[config.mk]
export PLATFORM = sky130hd
export DESIGN_NAME = sirv_expl_icb2axi_mst
export DESIGN_NICKNAME = d
export VERILOG_FILES = /design/src/rtl/sirv_expl_icb2axi_mst.sv
export SDC_FILE = /design/constraint.sdc
export NUM_CORES = 1
export LEC_CHECK = 0
export ABC_AREA = 0
export ABC_CLOCK_PERIOD_IN_PS = 3450
export CAP_MARGIN = 25
export CELL_PAD_IN_SITES_DETAIL_PLACEMENT = 1
export CELL_PAD_IN_SITES_GLOBAL_PLACEMENT = 1
export CORE_MARGIN = 3
export CORE_UTILIZATION = 23
export DETAILED_ROUTE_END_ITERATION = 8
export PLACE_DENSITY = 0.69
export SKIP_LAST_GASP = 1
export SLEW_MARGIN = 20
export SYNTH_ARGS = -nofsm -noshare
export SYNTH_HDL_FRONTEND = slang
export SYNTH_SLANG_ARGS = --single-unit
[constraint.sdc]
create_clock -name clk -period 3.45 [get_ports clk]
set_clock_uncertainty 0.2 [all_clocks]
set_input_delay 0.5175 -clock clk [delete_from_list [all_inputs] [get_ports clk]]
set_output_delay 0.5175 -clock clk [all_outputs]
set_load 0.01 [all_outputs]
[src/rtl/sirv_expl_icb2axi_mst.sv]
// Single-outstanding ICB-to-AXI master bridge: one ICB command becomes one single-beat
// AXI read or write, and its response is returned before the next command is taken.
module sirv_expl_icb2axi_mst #(
    parameter int unsigned AW = 32,
    parameter int unsigned DW = 32
) (
    input  logic              clk,
    input  logic              rst,

    input  logic              icb_cmd_valid,
    output logic              icb_cmd_ready,
    input  logic [AW-1:0]     icb_cmd_addr,
    input  logic              icb_cmd_read,
    input  logic [DW-1:0]     icb_cmd_wdata,
    input  logic [DW/8-1:0]   icb_cmd_wmask,

    output logic              icb_rsp_valid,
    input  logic              icb_rsp_ready,
    output logic [DW-1:0]     icb_rsp_rdata,
    output logic              icb_rsp_err,

    output logic              axi_arvalid,
    input  logic              axi_arready,
    output logic [AW-1:0]     axi_araddr,
    output logic              axi_arcache,
    output logic              axi_arprot,
    output logic              axi_arlock,
    output logic [1:0]        axi_arburst,
    output logic [7:0]        axi_arlen,
    output logic [2:0]        axi_arsize,

    input  logic              axi_rvalid,
    input  logic [DW-1:0]     axi_rdata,
    input  logic [1:0]        axi_rresp,
    input  logic              axi_rlast,
    output logic              axi_rready,

    output logic              axi_awvalid,
    input  logic              axi_awready,
    output logic [AW-1:0]     axi_awaddr,
    output logic              axi_awcache,
    output logic              axi_awprot,
    output logic              axi_awlock,
    output logic [1:0]        axi_awburst,
    output logic [7:0]        axi_awlen,
    output logic [2:0]        axi_awsize,

    output logic              axi_wvalid,
    input  logic              axi_wready,
    output logic [DW-1:0]     axi_wdata,
    output logic [DW/8-1:0]   axi_wstrb,
    output logic              axi_wlast,

    input  logic              axi_bvalid,
    input  logic [1:0]        axi_bresp,
    output logic              axi_bready
);

    localparam logic [2:0] BeatSize = 3'($clog2(DW / 8));

    typedef enum logic [1:0] {StIdle, StRd, StWr, StRsp} state_e;

    state_e            state_q, state_d;
    logic [AW-1:0]     addr_q, addr_d;
    logic [DW-1:0]     wdata_q, wdata_d;
    logic [DW/8-1:0]   wmask_q, wmask_d;
    logic              arvalid_q, arvalid_d;
    logic              awvalid_q, awvalid_d;
    logic              wvalid_q, wvalid_d;
    logic              aw_done_q, aw_done_d;
    logic              w_done_q, w_done_d;
    logic              b_done_q, b_done_d;
    logic [DW-1:0]     rdata_q, rdata_d;
    logic              err_q, err_d;
    logic              rsp_valid_q, rsp_valid_d;

    logic              ar_hs, aw_hs, w_hs, b_hs;
    logic              unused_rlast;

    // Single-beat transfers make rlast redundant.
    assign unused_rlast = axi_rlast;

    assign ar_hs = arvalid_q & axi_arready;
    assign aw_hs = awvalid_q & axi_awready;
    assign w_hs  = wvalid_q & axi_wready;
    assign b_hs  = axi_bvalid & ~b_done_q;

    always_comb begin
        state_d     = state_q;
        addr_d      = addr_q;
        wdata_d     = wdata_q;
        wmask_d     = wmask_q;
        arvalid_d   = arvalid_q;
        awvalid_d   = awvalid_q;
        wvalid_d    = wvalid_q;
        aw_done_d   = aw_done_q;
        w_done_d    = w_done_q;
        b_done_d    = b_done_q;
        rdata_d     = rdata_q;
        err_d       = err_q;
        rsp_valid_d = rsp_valid_q;

        unique case (state_q)
            StIdle: begin
                if (icb_cmd_valid) begin
                    addr_d  = icb_cmd_addr;
                    wdata_d = icb_cmd_wdata;
                    wmask_d = icb_cmd_wmask;
                    rdata_d = '0;
                    err_d   = 1'b0;
                    if (icb_cmd_read) begin
                        state_d   = StRd;
                        arvalid_d = 1'b1;
                    end else begin
                        state_d   = StWr;
                        awvalid_d = 1'b1;
                        wvalid_d  = 1'b1;
                        aw_done_d = 1'b0;
                        w_done_d  = 1'b0;
                        b_done_d  = 1'b0;
                    end
                end
            end
            StRd: begin
                if (ar_hs) begin
                    arvalid_d = 1'b0;
                end
                // R may arrive with or even before AR; either way the read is complete.
                if (axi_rvalid) begin
                    rdata_d     = axi_rdata;
                    err_d       = |axi_rresp;
                    arvalid_d   = 1'b0;
                    rsp_valid_d = 1'b1;
                    state_d     = StRsp;
                end
            end
            StWr: begin
                if (aw_hs) begin
                    awvalid_d = 1'b0;
                    aw_done_d = 1'b1;
                end
                if (w_hs) begin
                    wvalid_d = 1'b0;
                    w_done_d = 1'b1;
                end
                if (b_hs) begin
                    b_done_d = 1'b1;
                    err_d    = |axi_bresp;
                end
                if ((aw_done_q | aw_hs) && (w_done_q | w_hs) && (b_done_q | b_hs)) begin
                    rsp_valid_d = 1'b1;
                    state_d     = StRsp;
                end
            end
            StRsp: begin
                if (icb_rsp_ready) begin
                    rsp_valid_d = 1'b0;
                    state_d     = StIdle;
                end
            end
            default: state_d = StIdle;
        endcase
    end

    always_ff @(posedge clk or posedge rst) begin
        if (rst) begin
            state_q     <= StIdle;
            addr_q      <= '0;
            wdata_q     <= '0;
            wmask_q     <= '0;
            arvalid_q   <= 1'b0;
            awvalid_q   <= 1'b0;
            wvalid_q    <= 1'b0;
            aw_done_q   <= 1'b0;
            w_done_q    <= 1'b0;
            b_done_q    <= 1'b0;
            rdata_q     <= '0;
            err_q       <= 1'b0;
            rsp_valid_q <= 1'b0;
        end else begin
            state_q     <= state_d;
            addr_q      <= addr_d;
            wdata_q     <= wdata_d;
            wmask_q     <= wmask_d;
            arvalid_q   <= arvalid_d;
            awvalid_q   <= awvalid_d;
            wvalid_q    <= wvalid_d;
            aw_done_q   <= aw_done_d;
            w_done_q    <= w_done_d;
            b_done_q    <= b_done_d;
            rdata_q     <= rdata_d;
            err_q       <= err_d;
            rsp_valid_q <= rsp_valid_d;
        end
    end

    assign icb_cmd_ready = (state_q == StIdle);
    assign icb_rsp_valid = rsp_valid_q;
    assign icb_rsp_rdata = rdata_q;
    assign icb_rsp_err   = err_q;

    assign axi_arvalid = arvalid_q;
    assign axi_araddr  = addr_q;
    assign axi_arcache = 1'b0;
    assign axi_arprot  = 1'b0;
    assign axi_arlock  = 1'b0;
    assign axi_arburst = 2'b01;
    assign axi_arlen   = 8'd0;
    assign axi_arsize  = BeatSize;
    assign axi_rready  = (state_q == StRd);

    assign axi_awvalid = awvalid_q;
    assign axi_awaddr  = addr_q;
    assign axi_awcache = 1'b0;
    assign axi_awprot  = 1'b0;
    assign axi_awlock  = 1'b0;
    assign axi_awburst = 2'b01;
    assign axi_awlen   = 8'd0;
    assign axi_awsize  = BeatSize;

    assign axi_wvalid  = wvalid_q;
    assign axi_wdata   = wdata_q;
    assign axi_wstrb   = wmask_q;
    assign axi_wlast   = 1'b1;
    assign axi_bready  = (state_q == StWr);

endmodule

# Word-level counts from Yosys, hierarchy flattened
# Index checks and enable logic that the tools add are counted.
# word_totals
regBits	110
out_inout_bits	173
in_bits	115
# classes
eq_ne	13
n_reduce_logical	18
bitwise	8
muxes	36
# ops
op	count
$mux W32	2
$pmux W32 S2	1
$reduce_and A4 Y1	7
$mux W1	19
$pmux W1 S2	6
$mux W2	5
$ne A2 B1 Y1 const B	5
$ne A2 B2 Y1 const B	4
$pmux W2 S4	1
$pmux W1 S3	2
$reduce_bool A3 Y1	2
$and A1 B1 Y1	4
$eq A2 B2 Y1 const B	2
$reduce_bool A2 Y1	2
$reduce_or A2 Y1	2
$ne A3 B2 Y1 const B	1
$or A1 B1 Y1	3
$reduce_and A3 Y1	1
$eq A2 B1 Y1 const B	1
$logic_and A1 B1 Y1	2
$logic_not A2 Y1	1
$reduce_and A2 Y1	1
$not A1 Y1	1

# Longest topological paths before layout
# Gate-level depths: netlist of run 1.
# depth
depth_word	6
mapped_depth	7

# Worst setup path after synthesis of run 1
# No wires, ideal clock.
# synth_timing
kind	reg-to-reg
start	register state_q[0]
end	register state_q[0]
path_stages_with_launch	7
n_path_buf	0
setup_time_ps	128
arrival_time_ps	1574
synth_period_minus_slack_ps	1902
slack_ps	1548
t_required_ps	3122
path_cell_list	dfrtp_1 inv_1 ha_1 inv_2 o32a_1 nand3_1 mux2_1
# synth_via
elab_chain_len	3
word_cells_on_any_way	10
classes_between	eq/ne: 7; mux: 1; reduce/logical: 2
# synth_lines
item	line	rtl
from (decl)	63	state_e state_q, state_d;
from (signal assigned)	167	state_q <= StIdle;
from (signal assigned)	181	state_q <= state_d;
$eq A2 B2 Y1 *	n/a	
net axi_bready	56	output logic axi_bready
$ne A2 B1 Y1 (no source line)	n/a	
$reduce_and A4 Y1 (no source line)	n/a	
# Mark *: on every way through the listed nets, which the timed path passes. The rest lies on a longest branch.
# A chain may end at the register's enable or synchronous reset.

# Worst setup path in the final report of run 1
# layout_timing
start	register state_q[0]
end	output icb_cmd_ready
# layout_via
elab_chain_len	1
# layout_lines
item	line	rtl
$logic_not A2 Y1	197	assign icb_cmd_ready = (state_q == StIdle);
to (decl)	11	output logic icb_cmd_ready,
# Every way passes these cells.

==> results of run 1 <==
-- logic make-up (layout without fill, tap and decap cells) --
logic type               after synthesis  after routing  synth area share
buffers and inverters                 88            282            0.1283
flip-flops                           110            110            0.5809
multiplexers                          72             72            0.1711
other                                  2             33          0.001585
AND/OR/NAND/NOR                       21             21           0.02034
AO/OA/AOI/OAI                         51             51           0.08714
adder cells (fa/ha/maj)                4              4           0.01056
-- power groups by stage --
| stage | Clock [uW] | Combinational (uW) | Sequential, uW |
|---|---|---|---|
| 3_5_place_dp | 0 | 3320 | 2240 |
| 5_1_grt | 1210 | 3480 | 2280 |
| 6_report | 1100 | 3250 | 2210 |
| 3_3_place_gp | 0 | 3240 | 2200 |
| 2_1_floorplan | 0 | 1450 | 2420 |
| 4_1_cts | 1160 | 3320 | 2220 |
-- metal layers --
metal / track usage / share of wire
met1: 0.1380 / 0.39
met2: 0.2197 / 0.53
met3: 0.02695 / 0.066
met4: 0.03936 / 0.014
met5: 0 / 0
-- metrics by stage --
| step | total power, uW | hold WS [ns] | std cells | worst slack (ns) | area [sq um] |
|---|---|---|---|---|---|
| after floorplan | 3877 | 0.2625 | 379 | 1.403 | 4858 |
| after global placement | 5436 | 0.2747 | 822 | 0.8583 | 7191 |
| after detailed placement | 5553 | 0.2796 | 822 | 0.8013 | 7191 |
| after CTS | 6699 | 0.3004 | 838 | 0.6663 | 7510 |
| after global routing | 6979 | 0.3193 | 838 | 0.5674 | 7510 |
| final | 6561 | 0.2957 | 838 | 0.7032 | 7510 |
-- layout make-up --
type,instances,share of cell area
multi-input combinational,181,0.2006
clock buffer,11,0.03366
tap,265,0.04415
timing repair buffer,257,0.3412
clock inverter,5,0.008830
sequential,110,0.3665
inverter,9,0.004998
-- sequential cells by signal (all words and copies together), names as in the netlist --
name	count
w_done_q	1
icb_rsp_err	1
axi_arvalid	1
icb_rsp_valid	1
b_done_q	1
icb_rsp_rdata	32
state_q	2
axi_araddr	32
axi_wstrb	4
axi_wdata	32
aw_done_q	1
axi_awvalid	1
axi_wvalid	1
-- worst max path at each step --
stage / from / endpoint / slack (ns) / depth (start not counted)
floorplan: rst / aw_done_q / 1.40 / 1
global placement: icb_cmd_valid / axi_araddr[29] / 0.86 / 3
detailed placement: icb_cmd_valid / axi_araddr[12] / 0.80 / 3
CTS: state_q[0] / icb_cmd_ready / 0.67 / 3
global route: state_q[0] / icb_cmd_ready / 0.57 / 3
finish: state_q[0] / icb_cmd_ready / 0.70 / 3
-- critical path: cells and delay by family, from the launching register on --
family                   cells  cell delay (ns)
adder cells (fa/ha/maj)      1             0.51
buffers and inverters        2             0.76
flip-flops                   1             0.41
-- layout by cell type (no fill, tap or decap) --
cell type | netlist | layout
o21ai_0 | 5 | 5
inv_8 | 0 | 1
a21o_1 | 2 | 2
clkbuf_8 | 0 | 2
a21boi_0 | 1 | 1
inv_1 | 6 | 5
a22o_1 | 32 | 32
nor2_1 | 4 | 4
nand2_4 | 0 | 1
nand3_1 | 1 | 1
clkbuf_16 | 0 | 9
mux2_1 | 32 | 32
a21oi_1 | 1 | 1
a21boi_2 | 1 | 1
buf_4 | 67 | 4
nor2b_1 | 1 | 1
clkinv_4 | 0 | 2
o21ai_2 | 1 | 1
o21ai_1 | 1 | 1
inv_2 | 3 | 3
clkdlybuf4s50_1 | 0 | 253
a21oi_4 | 0 | 1
nand4_1 | 1 | 1
nand2_1 | 10 | 10
bufinv_16 | 0 | 1
conb_1 | 2 | 33
and3_1 | 1 | 1
dfrtp_1 | 110 | 110
mux2_2 | 40 | 40
a31oi_1 | 3 | 3
clkinvlp_4 | 0 | 2
a32oi_1 | 1 | 1
ha_1 | 4 | 4
nand3b_1 | 1 | 1
o32a_1 | 1 | 1
o2bb2ai_1 | 1 | 1
nand2b_1 | 1 | 1
==> results.toml, run 1 <==
[finish]
multiInputGateArea_sq_um = 1506
nets = 687
drive_gt1_frac = 0.1187
n_antenna_cell = 0
seqCellArea_sq_um = 2753
nFillCells = 2109
syn2layout_area_growth_pct = 58.49
final_util = 0.3784

[cts]
post-cts-setup-buffer-count = 0
clk_pin_slew_ns = 0.08
cts_sinks = 110
worstSkewPairLatency_ns = 0.34
h-tree-depth = 3
cts_tree = "yes"
cts_buffers = 9
root_buffer = "clkbuf_16"
post_cts_resized = 0
cts_hold_buf = 0
clock_path_buffers = 2

[critical_path]
cpMaxStageDelayCell = "clkdlybuf4s50_1"
critPathRequiredTime_ns = 2.73
cp_slowest_stage_delay_ns = 0.66
r2r_slack_ns = 0.88
r2r_start = "state_q[0]"
path_class = "reg -> out"
start_kind = "register"
worstPathCellList = "inv_1 > ha_1 > clkdlybuf4s50_1"
endpoint_kind = "output pin"
r2r_end = "axi_wdata[19]"
crit_fanout = 11
reg2reg_depth = 4
crit_arrival_ns = 2.03

[floorplan]
die_w_um = 149.5
fp.coreArea_sq_um = 19850
chipHeight_um = 149.5
start_util = 0.2388
dieArea_sq_um = 22360
rows = 51
pin_count = 288

[logic_synthesis]
ys_seq_area_frac = 0.5809
ys_async_sr_fraction = 1.000
ys.flop_type = "dfrtp_1"
synth_top_area_cell = "dfrtp_1"
yosysWarnings = 0
synth_edf_count = 0
yosysMostFrequentCell = "dfrtp_1"
synthTopCellsByArea = "dfrtp_1 58%, buf_4 11%, mux2_2 9.5%"
syn_avg_cell_area_sq_um = 13.62
ys_seq_elements = 110
synth_area_sq_um = 4738
ys_types = 33
ys_top_cells_by_count = "110 x dfrtp_1, 67 x buf_4, 40 x mux2_2, 32 x a22o_1, 32 x mux2_1"
synth_cells = 348
synth_top_cell_area_share = 0.5809

[global_route]
grt_max_degree = 69
grt_overflow = 0
grt_pass1_vias = 3667
grt_pass1_wl_mm = 20.81
antenna_found_initial = 0
grtUsageTotal = 0.1199

[sta]
hold_viol = 0
fin_crit_sh = 0.7962
grt_setup_unrepaired = "false"
slew_headroom = 0.3642
period_needed_ns = 2.747
fmax_ghz = 0.3641
setup-violations-final = 0
final-max-slew-violation-count = 0
tns_ns = 0
tightest_slew_ns = 0.9537

[route]
avgRoutedWirePerCell_um = 16.73
num_vias = 3422
first_iter_violations = 60
avgViaCountPerCell = 4.084
dr.pass1.iters = 3
drcViolationCount = 0
antenna_left = 0
wl_mm = 14.02

[flow_run]
maxCapViolCount = 0

[place]
hpwl_mm = 10.84
gp_congestion = 0.7159
io_buffers = 253

[power_and_ir_drop]
p_leak_uw = 0.003182
power_frac_comb = 0.495
switchingPower_uw = 2183
pwr-share-clk = 0.168
swShare = 0.3327
seq_power_share = 0.336
power_density_nw_per_um2 = 873.7
ir_drop_uv = 239.5
p_int_uw = 4378

[worst_hold_path]
hold_path_end = "icb_rsp_err"
holdCritStartpoint = "icb_rsp_err"
hold_depth = 1
min_path_type = "reg -> reg"

[run_status]
status = "finished, final reports clean"
(Power assumes the default switching activity.)
==> run 2, diff against run 1 <==
--- a/config.mk
+++ b/config.mk
@@ -6,14 +6,14 @@
 export NUM_CORES = 1
 export LEC_CHECK = 0
 export ABC_AREA = 0
-export ABC_CLOCK_PERIOD_IN_PS = 3450
+export ABC_CLOCK_PERIOD_IN_PS = 2900
 export CAP_MARGIN = 25
 export CELL_PAD_IN_SITES_DETAIL_PLACEMENT = 1
 export CELL_PAD_IN_SITES_GLOBAL_PLACEMENT = 1
 export CORE_MARGIN = 3
 export CORE_UTILIZATION = 23
 export DETAILED_ROUTE_END_ITERATION = 8
-export PLACE_DENSITY = 0.69
+export PLACE_DENSITY = 0.66
 export SKIP_LAST_GASP = 1
 export SLEW_MARGIN = 20
 export SYNTH_ARGS = -nofsm -noshare
==> constraint.sdc (replaced) <==
create_clock -name clk -period 2.9 [get_ports clk]
set_clock_uncertainty 0.2 [all_clocks]
set_input_delay 0.435 -clock clk [delete_from_list [all_inputs] [get_ports clk]]
set_output_delay 0.435 -clock clk [all_outputs]
set_load 0.01 [all_outputs]
==> run 2 against run 1 <==
  * Cell count increased by 0.36%
  * Non-clock buffer count increased by 3
  * Sequential power increased by 19%
  * Critical path type unchanged
  * Critical endpoint unchanged
==> results.toml, run 2 (synthesized netlist as in run 1, its figures left out) <==
[run_status]
status = "finished, final reports clean"

[power_and_ir_drop]
ir_drop_uv = 387.8
p_leak_uw = 0.003202
power_density_nw_per_um2 = 1031

[route]
avgRoutedWirePerCell_um = 16.63
drcViolationCount = 0
avgViaCountPerCell = 4.117
first_iter_violations = 51
antenna_left = 0
dr.pass1.iters = 4
wl_mm = 13.98
num_vias = 3462

[sta]
tns_ns = 0
fin_crit_sh = 0.9242
hold_viol = 0
tightest_slew_ns = 0.5932
whs_ns = 0.2932
final-max-slew-violation-count = 0
setup-violations-final = 0
fmax_ghz = 0.3731
grt_setup_unrepaired = "false"
period_needed_ns = 2.680
slew_headroom = 0.6045

[cts]
worstSkewPairLatency_ns = 0.34
clock_path_buffers = 2
cts_sinks = 110
cts_buffers = 9
clk_pin_slew_ns = 0.07
h-tree-depth = 3
cts_tree = "yes"
post_cts_resized = 0
post-cts-setup-buffer-count = 0
cts_hold_buf = 0
root_buffer = "clkbuf_16"

[floorplan]
dieArea_sq_um = 22360
fp.coreArea_sq_um = 19850
start_util = 0.2388
pin_count = 288
die_w_um = 149.5
rows = 51
chipHeight_um = 149.5

[finish]
syn2layout_area_growth_pct = 59.02
seqCellArea_sq_um = 2753
drive_gt1_frac = 0.1233
final_common_cell = "clkdlybuf4s50_1"
multiInputGateArea_sq_um = 1499
final_cell_mix = "253 x clkdlybuf4s50_1, 110 x dfrtp_1, 40 x mux2_2"
n_antenna_cell = 0
nFillCells = 2131
nets = 690
final_area_sq_um = 7535
final_util = 0.3797

[worst_hold_path]
min_path_type = "reg -> reg"

[critical_path]
start_kind = "register"
endpoint_kind = "output pin"
critPathRequiredTime_ns = 2.27
path_class = "reg -> out"
crit_fanout = 11
crit_arrival_ns = 2.05

[global_route]
grt_pass1_vias = 3672
grt_max_degree = 65
grt_overflow = 0
antenna_found_initial = 0
grtUsageTotal = 0.1195
grt_pass1_wl_mm = 20.91

[flow_run]
maxCapViolCount = 0

[place]
hpwl_mm = 10.95
gp_congestion = 0.7070
placed_cell_area_sq_um = 7231
io_buffers = 253
[run 2: critical path, stage by stage, from the launching register on]
cell and delay (ns):
dfrtp_1 0.42, inv_1 0.10, ha_1 0.51, clkdlybuf4s50_1 0.66
[run 2: area by class of cell]
cell class,instances,area share
Tap cell,265,0.04401
Inverter,9,0.004982
Clock buffer,12,0.03537
Timing Repair Buffer,260,0.3464
Multi-Input combinational cell,181,0.1989
Clock inverter,4,0.004982
Sequential cell,110,0.3653
[run 2: per-layer routing]
metal | global-route usage | vias to the layer above | share of wire
li1 | - | 1552 | -
met5 | 0 | - | 0
met4 | 0.03158 | 0 | 0.012
met1 | 0.1405 | 1731 | 0.39
met2 | 0.2118 | 167 | 0.52
met3 | 0.03695 | 12 | 0.080
[run 2: where the power goes]
part | leakage [uW] | internal [uW] | switching, uW | total [uW]
combinational | 0.00170 | 2300 | 1580 | 3870
clock | 0.000151 | 668 | 591 | 1260
sequential | 0.00135 | 2200 | 433 | 2630
[run 2: final timing paths]
| kind | depth (start not counted) | from | slack, ns | to |
|---|---|---|---|---|
| max in group asynchronous | 3 | rst | 1.64 | axi_wdata[21] |
| worst min-delay path | 1 | axi_wdata[19] | 0.29 | axi_wdata[19] |
| worst max register to register | 6 | state_q[1] | 0.63 | icb_rsp_rdata[21] |
| worst min register to register | 1 | axi_wdata[19] | 0.29 | axi_wdata[19] |
| min in group asynchronous | 3 | rst | 0.32 | icb_rsp_rdata[22] |
| worst max-delay path | 3 | state_q[1] | 0.22 | icb_cmd_ready |
[run 2: stage by stage]
stage / power, uW / setup slack, ns / cells
6_report: 7766 / 0.2198 / 841
5_1_grt: 8274 / 0.1280 / 841
4_1_cts: 7915 / 0.1930 / 841
3_5_place_dp: 6609 / 0.4357 / 825
3_3_place_gp: 6473 / 0.4906 / 825
2_1_floorplan: 4612 / 0.9355 / 379
